$ cat config.mk
export PLATFORM = sky130hd
export DESIGN_NAME = apb_uart_tx_slave_flat
export DESIGN_NICKNAME = d
export VERILOG_FILES = /design/src/rtl/apb_uart_tx_slave_if.sv /design/src/rtl/apb_uart_tx_slave.sv /design/src/flat_wrapper.sv
export SDC_FILE = /design/constraint.sdc
export NUM_CORES = 1
export LEC_CHECK = 0
export ABC_AREA = 1
export BUFFER_PORTS_ARGS = -buffer_cell sky130_fd_sc_hd__buf_2
export CORE_MARGIN = 2
export CORE_UTILIZATION = 45
export DETAILED_ROUTE_END_ITERATION = 12
export PLACE_DENSITY = 0.76
export SLEW_MARGIN = 20
export SYNTH_ARGS = -nofsm -noshare
export SYNTH_HDL_FRONTEND = slang
export SYNTH_SLANG_ARGS = --single-unit
export TNS_END_PERCENT = 1
$ cat constraint.sdc
create_clock -name i_pclk -period 6.6 [get_ports i_pclk]
set_input_delay 1.32 -clock i_pclk [delete_from_list [all_inputs] [get_ports i_pclk]]
set_output_delay 1.32 -clock i_pclk [all_outputs]
set_load 0.005 [all_outputs]
$ cat src/rtl/apb_uart_tx_slave_if.sv
// APB bus bundle for apb_uart_tx_slave.
//   psel/penable/pwrite/paddr/pwdata : master -> slave request
//   prdata/pready/pslverr            : slave -> master response
interface apb_uart_tx_slave_if;
  logic        psel;
  logic        penable;
  logic        pwrite;
  logic [4:0]  paddr;
  logic [31:0] pwdata;
  logic [31:0] prdata;
  logic        pready;
  logic        pslverr;

  modport slave (
    input  psel, penable, pwrite, paddr, pwdata,
    output prdata, pready, pslverr
  );

  modport master (
    output psel, penable, pwrite, paddr, pwdata,
    input  prdata, pready, pslverr
  );
endinterface

$ cat src/rtl/apb_uart_tx_slave.sv
// APB slave UART transmitter: bytes written to TXDATA are queued in a FIFO
// and serialised 8N1, LSB first, on o_tx.
//   i_pclk    : APB/system clock, rising edge
//   i_reset   : asynchronous active-high reset
//   s_apb     : APB slave port (zero wait states, pready tied 1)
//   o_tx      : serial output, idle high
//   o_tx_busy : frame on the line or FIFO non-empty
// Registers: 0 TXDATA (W), 1 STATUS (R), 2 CTRL (R/W, bit0 tx_en).
module apb_uart_tx_slave #(
  parameter int unsigned CLKS_PER_BIT = 1,
  parameter int unsigned FIFO_DEPTH   = 8
) (
  input  logic                 i_pclk,
  input  logic                 i_reset,
  apb_uart_tx_slave_if.slave   s_apb,
  output logic                 o_tx,
  output logic                 o_tx_busy
);

  localparam int unsigned PTR_W  = $clog2(FIFO_DEPTH);
  localparam int unsigned CNT_W  = PTR_W + 1;
  localparam int unsigned BAUD_W = 16;

  localparam logic [1:0] S_IDLE  = 2'd0;
  localparam logic [1:0] S_START = 2'd1;
  localparam logic [1:0] S_DATA  = 2'd2;
  localparam logic [1:0] S_STOP  = 2'd3;

  localparam logic [4:0] A_TXDATA = 5'd0;
  localparam logic [4:0] A_STATUS = 5'd1;
  localparam logic [4:0] A_CTRL   = 5'd2;

  logic [7:0]        r_mem [FIFO_DEPTH];
  logic [PTR_W-1:0]  r_wr_ptr;
  logic [PTR_W-1:0]  r_rd_ptr;
  logic [CNT_W-1:0]  r_count;
  logic              r_tx_en;

  logic [1:0]        r_state;
  logic [BAUD_W-1:0] r_baud;
  logic [2:0]        r_bitcnt;
  logic [7:0]        r_shift;
  logic              r_tx;

  logic              w_access;
  logic              w_full;
  logic              w_empty;
  logic              w_push;
  logic              w_pop;
  logic              w_baud_end;
  logic [4:0]        w_count5;
  logic [31:0]       w_status;
  logic [31:0]       w_prdata;
  logic              w_pslverr;
  logic              w_unused;

  assign w_access   = s_apb.psel & s_apb.penable;
  // Full/empty come from the registered count, so a pop on the same edge
  // never makes room for a push against a full FIFO.
  assign w_full     = (r_count == CNT_W'(FIFO_DEPTH));
  assign w_empty    = (r_count == '0);
  assign w_push     = w_access & s_apb.pwrite & (s_apb.paddr == A_TXDATA) & ~w_full;
  assign w_baud_end = (r_baud == BAUD_W'(CLKS_PER_BIT - 1));
  // Pops happen from IDLE, or at the end of STOP to chain frames without an idle bit.
  assign w_pop      = r_tx_en & ~w_empty &
                      ((r_state == S_IDLE) | ((r_state == S_STOP) & w_baud_end));

  assign w_count5   = 5'(r_count);
  assign w_status   = {23'd0, w_count5, 1'b0, w_empty, w_full, o_tx_busy};
  assign w_unused   = ^s_apb.pwdata[31:8];

  always_comb begin
    w_prdata  = '0;
    w_pslverr = 1'b0;
    if (w_access) begin
      case (s_apb.paddr)
        A_TXDATA: w_pslverr = s_apb.pwrite & w_full;
        A_STATUS: w_prdata  = w_status;
        A_CTRL:   w_prdata  = {31'd0, r_tx_en};
        default:  w_pslverr = 1'b1;
      endcase
    end
  end

  assign s_apb.prdata  = w_prdata;
  assign s_apb.pslverr = w_pslverr;
  assign s_apb.pready  = 1'b1;

  always_ff @(posedge i_pclk or posedge i_reset) begin
    if (i_reset) begin
      r_tx_en <= 1'b1;
    end else if (w_access & s_apb.pwrite & (s_apb.paddr == A_CTRL)) begin
      r_tx_en <= s_apb.pwdata[0];
    end
  end

  always_ff @(posedge i_pclk) begin
    if (w_push) begin
      r_mem[r_wr_ptr] <= s_apb.pwdata[7:0];
    end
  end

  always_ff @(posedge i_pclk or posedge i_reset) begin
    if (i_reset) begin
      r_wr_ptr <= '0;
      r_rd_ptr <= '0;
      r_count  <= '0;
    end else begin
      if (w_push) r_wr_ptr <= r_wr_ptr + 1'b1;
      if (w_pop)  r_rd_ptr <= r_rd_ptr + 1'b1;
      case ({w_push, w_pop})
        2'b10:   r_count <= r_count + 1'b1;
        2'b01:   r_count <= r_count - 1'b1;
        default: r_count <= r_count;
      endcase
    end
  end

  // tx is registered: each transition loads the level of the state being entered.
  always_ff @(posedge i_pclk or posedge i_reset) begin
    if (i_reset) begin
      r_state  <= S_IDLE;
      r_baud   <= '0;
      r_bitcnt <= '0;
      r_shift  <= '0;
      r_tx     <= 1'b1;
    end else begin
      case (r_state)
        S_IDLE: begin
          r_tx   <= 1'b1;
          r_baud <= '0;
          if (w_pop) begin
            r_shift  <= r_mem[r_rd_ptr];
            r_bitcnt <= '0;
            r_state  <= S_START;
            r_tx     <= 1'b0;
          end
        end
        S_START: begin
          if (w_baud_end) begin
            r_baud  <= '0;
            r_state <= S_DATA;
            r_tx    <= r_shift[0];
          end else begin
            r_baud <= r_baud + 1'b1;
          end
        end
        S_DATA: begin
          if (w_baud_end) begin
            r_baud <= '0;
            if (r_bitcnt == 3'd7) begin
              r_state <= S_STOP;
              r_tx    <= 1'b1;
            end else begin
              r_shift  <= {1'b0, r_shift[7:1]};
              r_bitcnt <= r_bitcnt + 1'b1;
              r_tx     <= r_shift[1];
            end
          end else begin
            r_baud <= r_baud + 1'b1;
          end
        end
        default: begin
          if (w_baud_end) begin
            r_baud <= '0;
            if (w_pop) begin
              r_shift  <= r_mem[r_rd_ptr];
              r_bitcnt <= '0;
              r_state  <= S_START;
              r_tx     <= 1'b0;
            end else begin
              r_state <= S_IDLE;
              r_tx    <= 1'b1;
            end
          end else begin
            r_baud <= r_baud + 1'b1;
          end
        end
      endcase
    end
  end

  assign o_tx      = r_tx;
  assign o_tx_busy = (r_state != S_IDLE) | ~w_empty;

endmodule
$ cat src/flat_wrapper.sv
// flat-port wrapper written by rule: the top's interface ports become plain ports
module apb_uart_tx_slave_flat 
#(
  parameter int unsigned CLKS_PER_BIT = 1,
  parameter int unsigned FIFO_DEPTH   = 8
)
  (i_pclk, i_reset, o_tx, o_tx_busy, s_apb_psel, s_apb_penable, s_apb_pwrite, s_apb_paddr, s_apb_pwdata, s_apb_prdata, s_apb_pready, s_apb_pslverr);
  apb_uart_tx_slave_if s_apb_i ();
  input  logic i_pclk;
  input  logic i_reset;
  output logic o_tx;
  output logic o_tx_busy;
  input wire logic [$bits(s_apb_i.psel)-1:0] s_apb_psel;
  input wire logic [$bits(s_apb_i.penable)-1:0] s_apb_penable;
  input wire logic [$bits(s_apb_i.pwrite)-1:0] s_apb_pwrite;
  input wire logic [$bits(s_apb_i.paddr)-1:0] s_apb_paddr;
  input wire logic [$bits(s_apb_i.pwdata)-1:0] s_apb_pwdata;
  output wire logic [$bits(s_apb_i.prdata)-1:0] s_apb_prdata;
  output wire logic [$bits(s_apb_i.pready)-1:0] s_apb_pready;
  output wire logic [$bits(s_apb_i.pslverr)-1:0] s_apb_pslverr;
  assign s_apb_i.psel = s_apb_psel;
  assign s_apb_i.penable = s_apb_penable;
  assign s_apb_i.pwrite = s_apb_pwrite;
  assign s_apb_i.paddr = s_apb_paddr;
  assign s_apb_i.pwdata = s_apb_pwdata;
  assign s_apb_prdata = s_apb_i.prdata;
  assign s_apb_pready = s_apb_i.pready;
  assign s_apb_pslverr = s_apb_i.pslverr;
  apb_uart_tx_slave #(.CLKS_PER_BIT(CLKS_PER_BIT), .FIFO_DEPTH(FIFO_DEPTH)) u_core (.i_pclk(i_pclk), .i_reset(i_reset), .s_apb(s_apb_i), .o_tx(o_tx), .o_tx_busy(o_tx_busy));
endmodule
==> results of run 1 <==
[synth_stat cells (2+ instances only)]
cell / count
conb_1: 2
ha_1: 13
a21oi_1: 5
dfstp_2: 2
edfxtp_1: 64
nor2_2: 3
o21ai_0: 9
buf_2: 10
xor2_1: 9
nand2_4: 4
nand3_1: 72
dfrtp_1: 39
nor3_1: 17
nor3b_1: 2
nand2_2: 3
inv_1: 42
nand3b_1: 2
buf_4: 26
nand2_1: 162
clkbuf_1: 4
o21a_1: 4
nand4_1: 4
nor2_1: 59
[per-stage QoR]
step | worst slack (ns) | power, mW | hold WS [ns]
6_report | 2.884 | 1.950 | 0.4735
3_5_place_dp | 2.917 | 1.428 | 0.4599
5_1_grt | 2.813 | 2.084 | 0.5013
3_3_place_gp | 2.969 | 1.400 | 0.4542
2_1_floorplan | 3.142 | 1.311 | 0.4422
4_1_cts | 2.912 | 1.953 | 0.4767
[power groups by stage]
stage / Clock [mW] / Combinational [mW] / Sequential [mW]
after floorplan: 0 / 0.503 / 0.808
after global placement: 0 / 0.537 / 0.864
after detailed placement: 0 / 0.559 / 0.869
after CTS: 0.534 / 0.563 / 0.856
after global routing: 0.559 / 0.655 / 0.870
final: 0.530 / 0.564 / 0.857
[layout make-up]
class	count	share of cell area
timing repair buffer	35	0.03412
clock buffer	10	0.04178
inverter	44	0.02887
tap	143	0.03128
multi-input combinational	403	0.3386
sequential	105	0.5160
clock inverter	6	0.009405
[metal layers]
layer | wire length (um) | up-vias | GRT usage | share of wire
li1 | - | 1870 | - | -
met2 | 4948 | 83 | 0.2760 | 0.50
met1 | 4401 | 1798 | 0.2031 | 0.44
met5 | 0 | - | 0 | 0
met4 | 208 | 0 | 0.08066 | 0.021
met3 | 372 | 18 | 0.03484 | 0.037
[worst max path at each step]
stage / cells past startpoint / slack [ns] / from / to
after floorplan: 6 / 3.14 / s_apb_paddr[3] / s_apb_prdata[1]
after global placement: 8 / 2.97 / s_apb_paddr[3] / s_apb_prdata[1]
after detailed placement: 8 / 2.92 / s_apb_paddr[3] / s_apb_prdata[1]
after CTS: 8 / 2.91 / s_apb_paddr[3] / s_apb_prdata[1]
after global routing: 8 / 2.81 / s_apb_paddr[1] / s_apb_prdata[1]
final: 8 / 2.88 / s_apb_paddr[3] / s_apb_prdata[1]
[flip-flops by register name, summed over array words and instances (netlist names)]
name / cells
u_core.r_mem: 64
u_core.r_baud: 16
u_core.r_shift: 8
u_core.r_count: 4
u_core.r_bitcnt: 3
u_core.r_rd_ptr: 3
u_core.r_wr_ptr: 3
u_core.r_state: 2
u_core.o_tx: 1
u_core.r_tx_en: 1
[logic make-up (layout without fill, tap and decap cells)]
kind of cell / after synthesis / after routing / synth area share
compound gates: 22 / 22 / 0.02632
buf+inv: 85 / 95 / 0.08351
other cells: 2 / 26 / 0.001436
fa+ha+maj: 13 / 13 / 0.03111
simple gates: 331 / 331 / 0.2745
mux: 1 / 1 / 0.002153
xor+xnor: 10 / 10 / 0.01675
flops: 105 / 105 / 0.5642
[tightest hold or removal path: stages, from the launching register on]
cell and delay, ns:
dfrtp_1 0.35, nand2_1 0.05, nand2_1 0.04
==> run_results.csv, run 1 <==
group,metric,value,unit
run_status,status,"finished clean",
timing,slew_headroom,0.3037,
yosys,synth_edf_count,64,
cts,cts_buffers,9,
yosys,yosys_warnings,0,
critical_path,path_class,"input port to output port",
yosys,ys_seq_area_frac,0.5642,
critical_path,cp.buffers_inverters,3,
timing,rsz0062_at_grt,"no",
cts,ctsResizeCount,0,
finish,fillers,988,
timing,finalSetupViolations,0,
route,wl_per_cell,13.31,um
yosys,synth-async-reset-ratio,0.3905,
yosys,ys_ff_latch,105,
floorplan,row_count,39,
place,dp_cells,730,
power_and_ir_drop,comb_power_share,0.289,
cts,clock_path_buffers,2,
yosys,syn_area_per_cell,9.189,sq um
place,post_dp_cell_area,5426,sq um
finish,ff_latch_area,2952,sq um
timing,fmax,269.1,MHz
route,firstDrtPassIters,4,
grt,grt_usage,0.1646,
timing,maxSlewViolCount,0,
yosys,ys.flop_type,"edfxtp_1",
floorplan,ios,78,
route,drtIter0Drc,286,
floorplan,die_h,111.8,um
cts,cts_tree,"yes",
yosys,netlist_area,5229,sq um
min_path,hold_path.startpoint,"u_core.r_shift[1]$_DFFE_PP0P_",
critical_path,crit_top_cell,"buf_2",
finish,synthToLayoutAreaGrowth,9.404,%
yosys,synthTopCellsByArea,"edfxtp_1, dfrtp_1, nand2_1, nand3_1, nor2_1",
critical_path,reg2reg_from,"u_core.r_state[0]$_DFFE_PP0P_",
min_path,holdPathEnd,"u_core.r_shift[1]$_DFFE_PP0P_",
power_and_ir_drop,sw_frac_of_total,0.3695,
grt,grt_overflow,0,
critical_path,end_kind,"output port",
grt,grt_pass1_vias,3521,
grt,grt_pass1_wl,16360,um
place,io_buffers,27,
floorplan,fp.dieW,111.8,um
finish,fin_cells,746,
critical_path,cpPeakStageDelay,0.18,ns
cts,h-tree-depth,3,
power_and_ir_drop,total_leakage_power,2.640,nW
timing,worst_pin_slew,1.043,ns
route,viasPerCell,5.052,
finish,drive_above_1_share,0.1144,
grt,grt_max_degree,42,
critical_path,rr_worst_depth,14,
finish,final_nets,653,
place,gp_congestion,0.9034,
finish,multi_input_area,1937,sq um
power_and_ir_drop,p_switching,720.7,uW
route,drcViolationCount,0,
route,antenna_left,0,
route,finalWirelength,9931,um
cts,root_buffer,"clkbuf_16",
critical_path,r2r_end,"u_core.r_count[2]$_DFFE_PP0P_",
finish,utilization,0.5031,
cts,post-cts-setup-buffers,0,
critical_path,crit_path_max_fanout,5,
min_path,hp-class,"flip-flop to flip-flop",
yosys,synth_area_leader_cell,"edfxtp_1",
critical_path,crit_slowest_cell,"nor3_1",
finish,final_area,5720,sq um
route,vias,3769,
floorplan,core_area,11370,sq um
finish,mostFrequentLayoutCells,"nand2_1, nand3_1, edfxtp_1",
cts,clock_latency,0.35,ns
finish,layout_commonest_cell,"nand2_1",
timing,period_minus_slack,3.716,ns
place,dp.final_hpwl,6480,um
critical_path,crit_family,"simple AND/OR/NAND/NOR gates",
power_and_ir_drop,power_frac_seq,0.439,
power_and_ir_drop,ir_worst_vdd,0.2240,mV
cts,clock-sinks,105,
critical_path,arrival,2.40,ns
job,cap_violations,0,
critical_path,start_kind,"input port",
critical_path,required,5.28,ns
cts,cts.clk_slew.worst_paths,0.07,ns
cts,postCtsHoldBufs,0,
power_and_ir_drop,power.density,340.9,nW/um^2
finish,n_antenna_cell,0,
critical_path,r2r_slack,3.88,ns
power_and_ir_drop,intPower,1.230,mW
timing,period_share,0.5630,
min_path,holdPathStages,2,
timing,hold_violations,0,
timing,setup-tns-final,0,ns
grt,grt_antenna_before_repair,0,
critical_path,worstPathCellList,"buf_2, nor2_2, nand2_1, nor2_1, inv_1, nor3_1, and3_1, buf_2",
timing,finClkSkew,0.009569,ns
yosys,yosysUniqueCellTypes,35,
floorplan,start_util,0.4599,
yosys,synthCells,569,
power_and_ir_drop,p_clk_frac,0.272,
floorplan,die-area,12500,sq um
yosys,yosysTopAreaCellShare,0.3676,
Power figures use the tool's default switching activity.
==> run 2, diff against run 1 <==
--- a/config.mk
+++ b/config.mk
@@ -10,7 +10,7 @@
 export CORE_MARGIN = 2
 export CORE_UTILIZATION = 45
 export DETAILED_ROUTE_END_ITERATION = 12
-export PLACE_DENSITY = 0.76
+export PLACE_DENSITY = 0.79
 export SLEW_MARGIN = 20
 export SYNTH_ARGS = -nofsm -noshare
 export SYNTH_HDL_FRONTEND = slang
==> constraint.sdc (replaced) <==
create_clock -name i_pclk -period 3.07 [get_ports i_pclk]
set_input_delay 0.614 -clock i_pclk [delete_from_list [all_inputs] [get_ports i_pclk]]
set_output_delay 0.614 -clock i_pclk [all_outputs]
set_load 0.005 [all_outputs]
==> run_results.csv, run 2 (synthesis gave the netlist of run 1 again) <==
group,metric,value,unit
grt,grt_usage,0.1710,
timing,finClkSkew,0.01277,ns
timing,setup-tns-final,0,ns
timing,period_share,0.8461,
timing,worst_pin_slew,0.5198,ns
finish,drive_above_1_share,0.1168,
route,drtIter0Drc,325,
timing,fmax,385.0,MHz
timing,rsz0062_at_grt,"no",
power_and_ir_drop,total_leakage_power,2.654,nW
floorplan,core_area,11370,sq um
cts,clock-sinks,105,
route,drcViolationCount,0,
critical_path,critPathLaunch,"u_core.r_baud[0]$_DFF_PP0_",
power_and_ir_drop,power.density,727.5,nW/um^2
critical_path,reg2reg_from,"u_core.r_baud[0]$_DFF_PP0_",
critical_path,r2r_slack,0.47,ns
job,cap_violations,0,
finish,utilization,0.5056,
timing,slew_headroom,0.6534,
power_and_ir_drop,ir_worst_vdd,0.4143,mV
power_and_ir_drop,p_total,4.182,mW
critical_path,r2r_end,"u_core.r_count[2]$_DFFE_PP0P_",
cts,h-tree-depth,3,
critical_path,crit_path_max_fanout,10,
finish,layout_commonest_cell,"nand2_1",
floorplan,start_util,0.4599,
timing,finalSetupViolations,0,
finish,final_nets,658,
route,wl_per_cell,13.22,um
finish,n_antenna_cell,0,
floorplan,ios,78,
cts,ctsResizeCount,0,
cts,cts_tree,"yes",
finish,fin_cells,751,
grt,grt_pass1_wl,17220,um
floorplan,fp.dieW,111.8,um
grt,grt_antenna_before_repair,0,
cts,clock_latency,0.35,ns
critical_path,rr_worst_depth,16,
finish,synthToLayoutAreaGrowth,9.931,%
route,firstDrtPassIters,5,
timing,period_minus_slack,2.597,ns
place,io_buffers,27,
cts,cts_buffers,9,
run_status,status,"finished clean",
floorplan,die-area,12500,sq um
timing,maxSlewViolCount,0,
timing,hold_violations,0,
critical_path,start_kind,"flip-flop",
route,finalWirelength,9926,um
cts,cts.clk_slew.worst_paths,0.07,ns
route,vias,3847,
cts,root_buffer,"clkbuf_16",
finish,largest_reg_flops,64,
cts,clock_path_buffers,2,
critical_path,arrival,2.81,ns
grt,grt_max_degree,42,
cts,post-cts-setup-buffers,0,
place,dp.final_hpwl,6704,um
finish,mostFrequentLayoutCells,"nand2_1, nand3_1, edfxtp_1",
route,viasPerCell,5.123,
critical_path,path_class,"flip-flop to flip-flop",
finish,top_register,"u_core.r_mem",
grt,grt_pass1_vias,3665,
cts,postCtsHoldBufs,0,
place,dp_cells,735,
critical_path,end_kind,"flip-flop",
min_path,hp-class,"input port to async pin",
grt,grt_overflow,0,
critical_path,required,3.28,ns
floorplan,die_h,111.8,um
route,antenna_left,0,
place,gp_congestion,0.9145,
finish,largestRegisters,"u_core.r_mem (64), u_core.r_baud (16), u_core.r_shift (8)",
floorplan,row_count,39,
run 2: cell types whose count changed in the layout (fill, tap and decap cells not counted):
cell | previous run | this run
buf_4 | 8 | 13
clkinvlp_4 | 0 | 1
inv_6 | 3 | 1
dfrtp_1 | 38 | 39
dfrtp_2 | 1 | 0
nor3_1 | 16 | 17
clkbuf_1 | 0 | 1
clkinv_8 | 0 | 1
nor3_2 | 1 | 0
clkbuf_8 | 1 | 0
run 2: how the worst max path moves through the flow:
stage	slack [ns]	endpoint
after CTS	0.48	u_core.r_count[2]$_DFFE_PP0P_
after detailed placement	0.55	u_core.r_count[2]$_DFFE_PP0P_
after global placement	0.67	u_core.r_count[2]$_DFFE_PP0P_
final	0.47	u_core.r_count[2]$_DFFE_PP0P_
after floorplan	0.68	u_core.r_mem[0][0]$_DFFE_PP_
after global routing	0.22	u_core.r_count[2]$_DFFE_PP0P_
run 2: stage by stage:
stage                     instance area, sq um  setup slack (ns)  hold WS [ns]
after CTS                                 5748            0.4829        0.4021
after global placement                    5459            0.6695        0.4541
after detailed placement                  5459            0.5524        0.4608
after global routing                      5748            0.2235        0.4314
after floorplan                           5319            0.6812        0.4422
final                                     5748            0.4726        0.3864
run 2: where the power goes:
part           internal (mW)  switching (mW)
sequential              1.64           0.106
combinational          0.448           0.895
clock                  0.570           0.528
total                   2.65            1.53
run 2: area by class of cell:
cell class / instances / area [sq um]
Timing Repair Buffer: 40 / 232.7
Clock inverter: 6 / 60.06
Fill cell: 970 / 5622
Inverter: 44 / 165.2
Clock buffer: 10 / 229.0
Multi-Input combinational cell: 403 / 1932
Sequential cell: 105 / 2950
Tap cell: 143 / 178.9
run 2: critical path, stage by stage, from the launching register on:
cell,delay [ns]
dfrtp_1,0.41
inv_1,0.07
ha_1,0.17
nand2_1,0.06
nor2_1,0.10
nand2_1,0.10
nand2_4,0.15
nand2_4,0.10
inv_1,0.19
ha_1,0.28
nand2_1,0.08
inv_1,0.07
nor2_1,0.06
ha_1,0.18
a21oi_1,0.17
xor2_1,0.16
o21ai_0,0.11
run 2: metal layers:
metal	vias up	global-route usage	wire, um
met1	1805	0.2193	4102
met4	0	0.09877	279
met2	130	0.2743	5022
met3	24	0.02994	523
li1	1888	-	-
met5	-	0	0
==> run 3, diff against run 2 <==
--- a/config.mk
+++ b/config.mk
@@ -5,7 +5,7 @@
 export SDC_FILE = /design/constraint.sdc
 export NUM_CORES = 1
 export LEC_CHECK = 0
-export ABC_AREA = 1
+export ABC_AREA = 0
 export BUFFER_PORTS_ARGS = -buffer_cell sky130_fd_sc_hd__buf_2
 export CORE_MARGIN = 2
 export CORE_UTILIZATION = 45
==> constraint.sdc (replaced) <==
create_clock -name i_pclk -period 2.11 [get_ports i_pclk]
set_input_delay 0.422 -clock i_pclk [delete_from_list [all_inputs] [get_ports i_pclk]]
set_output_delay 0.422 -clock i_pclk [all_outputs]
set_load 0.005 [all_outputs]
==> run_results.csv, run 3 <==
group,metric,value,unit
yosys,yosys.cell_count.top_type,"edfxtp_1",
finish,mostFrequentLayoutCells,"edfxtp_1, buf_4, dfrtp_1",
finish,largestRegisters,"u_core.r_mem (64), u_core.r_baud (16), u_core.r_shift (8)",
yosys,yosysUniqueCellTypes,48,
floorplan,fp.dieW,108.9,um
place,dp_slack,-0.5028,ns
floorplan,die_h,108.9,um
cts,post-cts-setup-buffers,0,
yosys,synth_top_family_by_area,"simple AND/OR/NAND/NOR gates",
grt,grt_max_degree,42,
yosys,yosysTopAreaCellShare,0.3881,
cts,root_buffer,"clkbuf_8",
yosys,netlist_area,4952,sq um
finish,synthToLayoutAreaGrowth,17.58,%
yosys,ys_ff_latch,105,
finish,largest_reg_flops,64,
yosys,syn_area_per_cell,13.64,sq um
timing,rsz0062_at_grt,"yes",
yosys,synthXorXnorAreaFrac,0.03714,
finish,final_nets,501,
cts,clock_path_buffers,2,
critical_path,r2r_slack,-0.46,ns
timing,period_share,1.220,
timing,period_minus_slack,2.573,ns
power_and_ir_drop,power.density,896.0,nW/um^2
floorplan,start_util,0.4588,
floorplan,ios,78,
place,post_dp_cell_area,5554,sq um
job,cap_violations,0,
critical_path,rr_worst_depth,11,
critical_path,endpoint,"u_core.r_count[2]$_DFFE_PP0P_",
route,firstDrtPassIters,4,
floorplan,core_area,10790,sq um
timing,finClkSkew,0.01150,ns
finish,drive_above_1_share,0.3215,
timing,setup-tns-final,-5.148,ns
finish,top_register,"u_core.r_mem",
critical_path,crit_path_max_fanout,3,
yosys,synth-async-reset-ratio,0.3905,
critical_path,r2r_end,"u_core.r_count[2]$_DFFE_PP0P_",
yosys,synthCells,363,
place,io_buffers,27,
timing,worst_pin_slew,0.5249,ns
cts,h-tree-depth,3,
yosys,ys_seq_area_frac,0.5958,
critical_path,arrival,2.88,ns
power_and_ir_drop,p_total,5.218,mW
cts,clock_latency,0.37,ns
finish,n_antenna_cell,0,
grt,grt_overflow,0,
cts,cts_tree,"yes",
critical_path,required,2.41,ns
cts,cts_buffers,9,
grt,grt_pass1_wl,14740,um
route,wl_per_cell,15.44,um
grt,grt_pass1_vias,3105,
yosys,synth-compound-area-share,0.04826,
grt,grt_antenna_before_repair,0,
timing,setup_slack,-0.4633,ns
yosys,yosys_warnings,0,
finish,layout_commonest_cell,"edfxtp_1",
run_status,violations,"setup timing",
route,finalWirelength,9123,um
place,dp.final_hpwl,6419,um
cts,postCtsHoldBufs,0,
yosys,synth_area_leader_cell,"edfxtp_1",
floorplan,row_count,38,
route,drcViolationCount,0,
critical_path,start_kind,"flip-flop",
critical_path,critPathLaunch,"u_core.r_baud[10]$_DFF_PP0_",
yosys,synthSimpleGateAreaFrac,0.1127,
cts,clock-sinks,105,
grt,grt_usage,0.1661,
yosys,synth_commonest_cells,"edfxtp_1, dfrtp_1, buf_4, nor2_1, inv_1",
cts,cts.clk_slew.worst_paths,0.11,ns
route,drtIter0Drc,197,
min_path,hp-class,"input port to async pin",
power_and_ir_drop,ir_worst_vdd,0.5556,mV
critical_path,path_class,"flip-flop to flip-flop",
timing,finalSetupViolations,16,
yosys,synth.mux.area_fraction,0.1109,
finish,final_area,5823,sq um
critical_path,reg2reg_from,"u_core.r_baud[10]$_DFF_PP0_",
yosys,synthTopCellsByArea,"edfxtp_1, dfrtp_1, mux4_2, buf_4, ha_1",
yosys,yosys.area_share.adder,0.03284,
run_status,status,"finished, violations left",
route,antenna_left,0,
critical_path,end_kind,"flip-flop",
yosys,ys.flop_type,"edfxtp_1",
route,viasPerCell,5.234,
timing,hold_violations,0,
timing,fmax,388.6,MHz
floorplan,die-area,11860,sq um
power_and_ir_drop,total_leakage_power,2.331,nW
route,vias,3093,
finish,utilization,0.5395,
timing,slew_headroom,0.6500,
yosys,synth_edf_count,64,
place,gp_congestion,0.8509,
timing,maxSlewViolCount,0,
run 3: logic make-up (layout without fill, tap and decap cells):
| kind of cell | after synthesis | after routing |
|---|---|---|
| other | 2 | 26 |
| adders and majority gates | 13 | 13 |
| AOI/OAI and AO/OA | 33 | 33 |
| xor gates and xnor gates | 21 | 21 |
| buffers and inverters | 52 | 116 |
| DFF | 105 | 105 |
| muxes | 32 | 32 |
| and+or+nand+nor | 105 | 105 |
run 3: per-stage QoR:
| stage | hold WS (ns) | instances |
|---|---|---|
| after global placement | 0.4844 | 575 |
| after floorplan | 0.4716 | 387 |
| final | 0.1610 | 591 |
| after global routing | 0.1978 | 591 |
| after CTS | 0.1604 | 591 |
| after detailed placement | 0.4979 | 575 |
run 3: where the power goes:
group          internal [mW]  switching, mW
Clock                  0.463          0.747
Combinational          0.789          0.739
Sequential              2.36          0.116
run 3: worst min-delay path by stage:
stage / end / slack [ns] / cells after the start
2_1_floorplan: u_core.r_shift[5]$_DFFE_PP0P_ / 0.47 / 1
3_3_place_gp: u_core.r_shift[5]$_DFFE_PP0P_ / 0.48 / 1
3_5_place_dp: u_core.r_shift[5]$_DFFE_PP0P_ / 0.50 / 1
4_1_cts: u_core.r_count[1]$_DFFE_PP0P_ / 0.16 / 3
5_1_grt: u_core.r_baud[2]$_DFF_PP0_ / 0.20 / 3
6_report: u_core.r_baud[14]$_DFF_PP0_ / 0.16 / 3
run 3: final cells by class:
type,count,area [sq um]
tap,140,175.2
multi-input combinational,230,1858
inverter,17,63.81
clock buffer,9,123.9
clock inverter,7,68.82
sequential,105,2950
fill,852,4970
timing repair buffer,83,583.1
run 3: worst max-delay path, cell delays in order, from the launching register on:
cell	delay (ns)
dfrtp_1	0.39
or4_4	0.57
o41ai_4	0.39
nand2_2	0.11
inv_2	0.07
ha_2	0.18
xor2_1	0.17
ha_1	0.18
a21oi_2	0.04
xor2_1	0.14
nor2_1	0.11
xor2_1	0.14
run 3: what timing repair did:
item / CTS / global route
pin swaps: 4 / 4
gates resized for setup: 12 / 7
endpoints found under the setup margin: 18 / 22
run 3: routing by layer:
metal / global-route usage / vias up / wire length [um]
met1: 0.2000 / 1560 / 3823
met3: 0.04005 / 12 / 377
met4: 0.05495 / 0 / 133
met2: 0.2924 / 72 / 4788
li1: - / 1449 / -
met5: 0 / - / 0
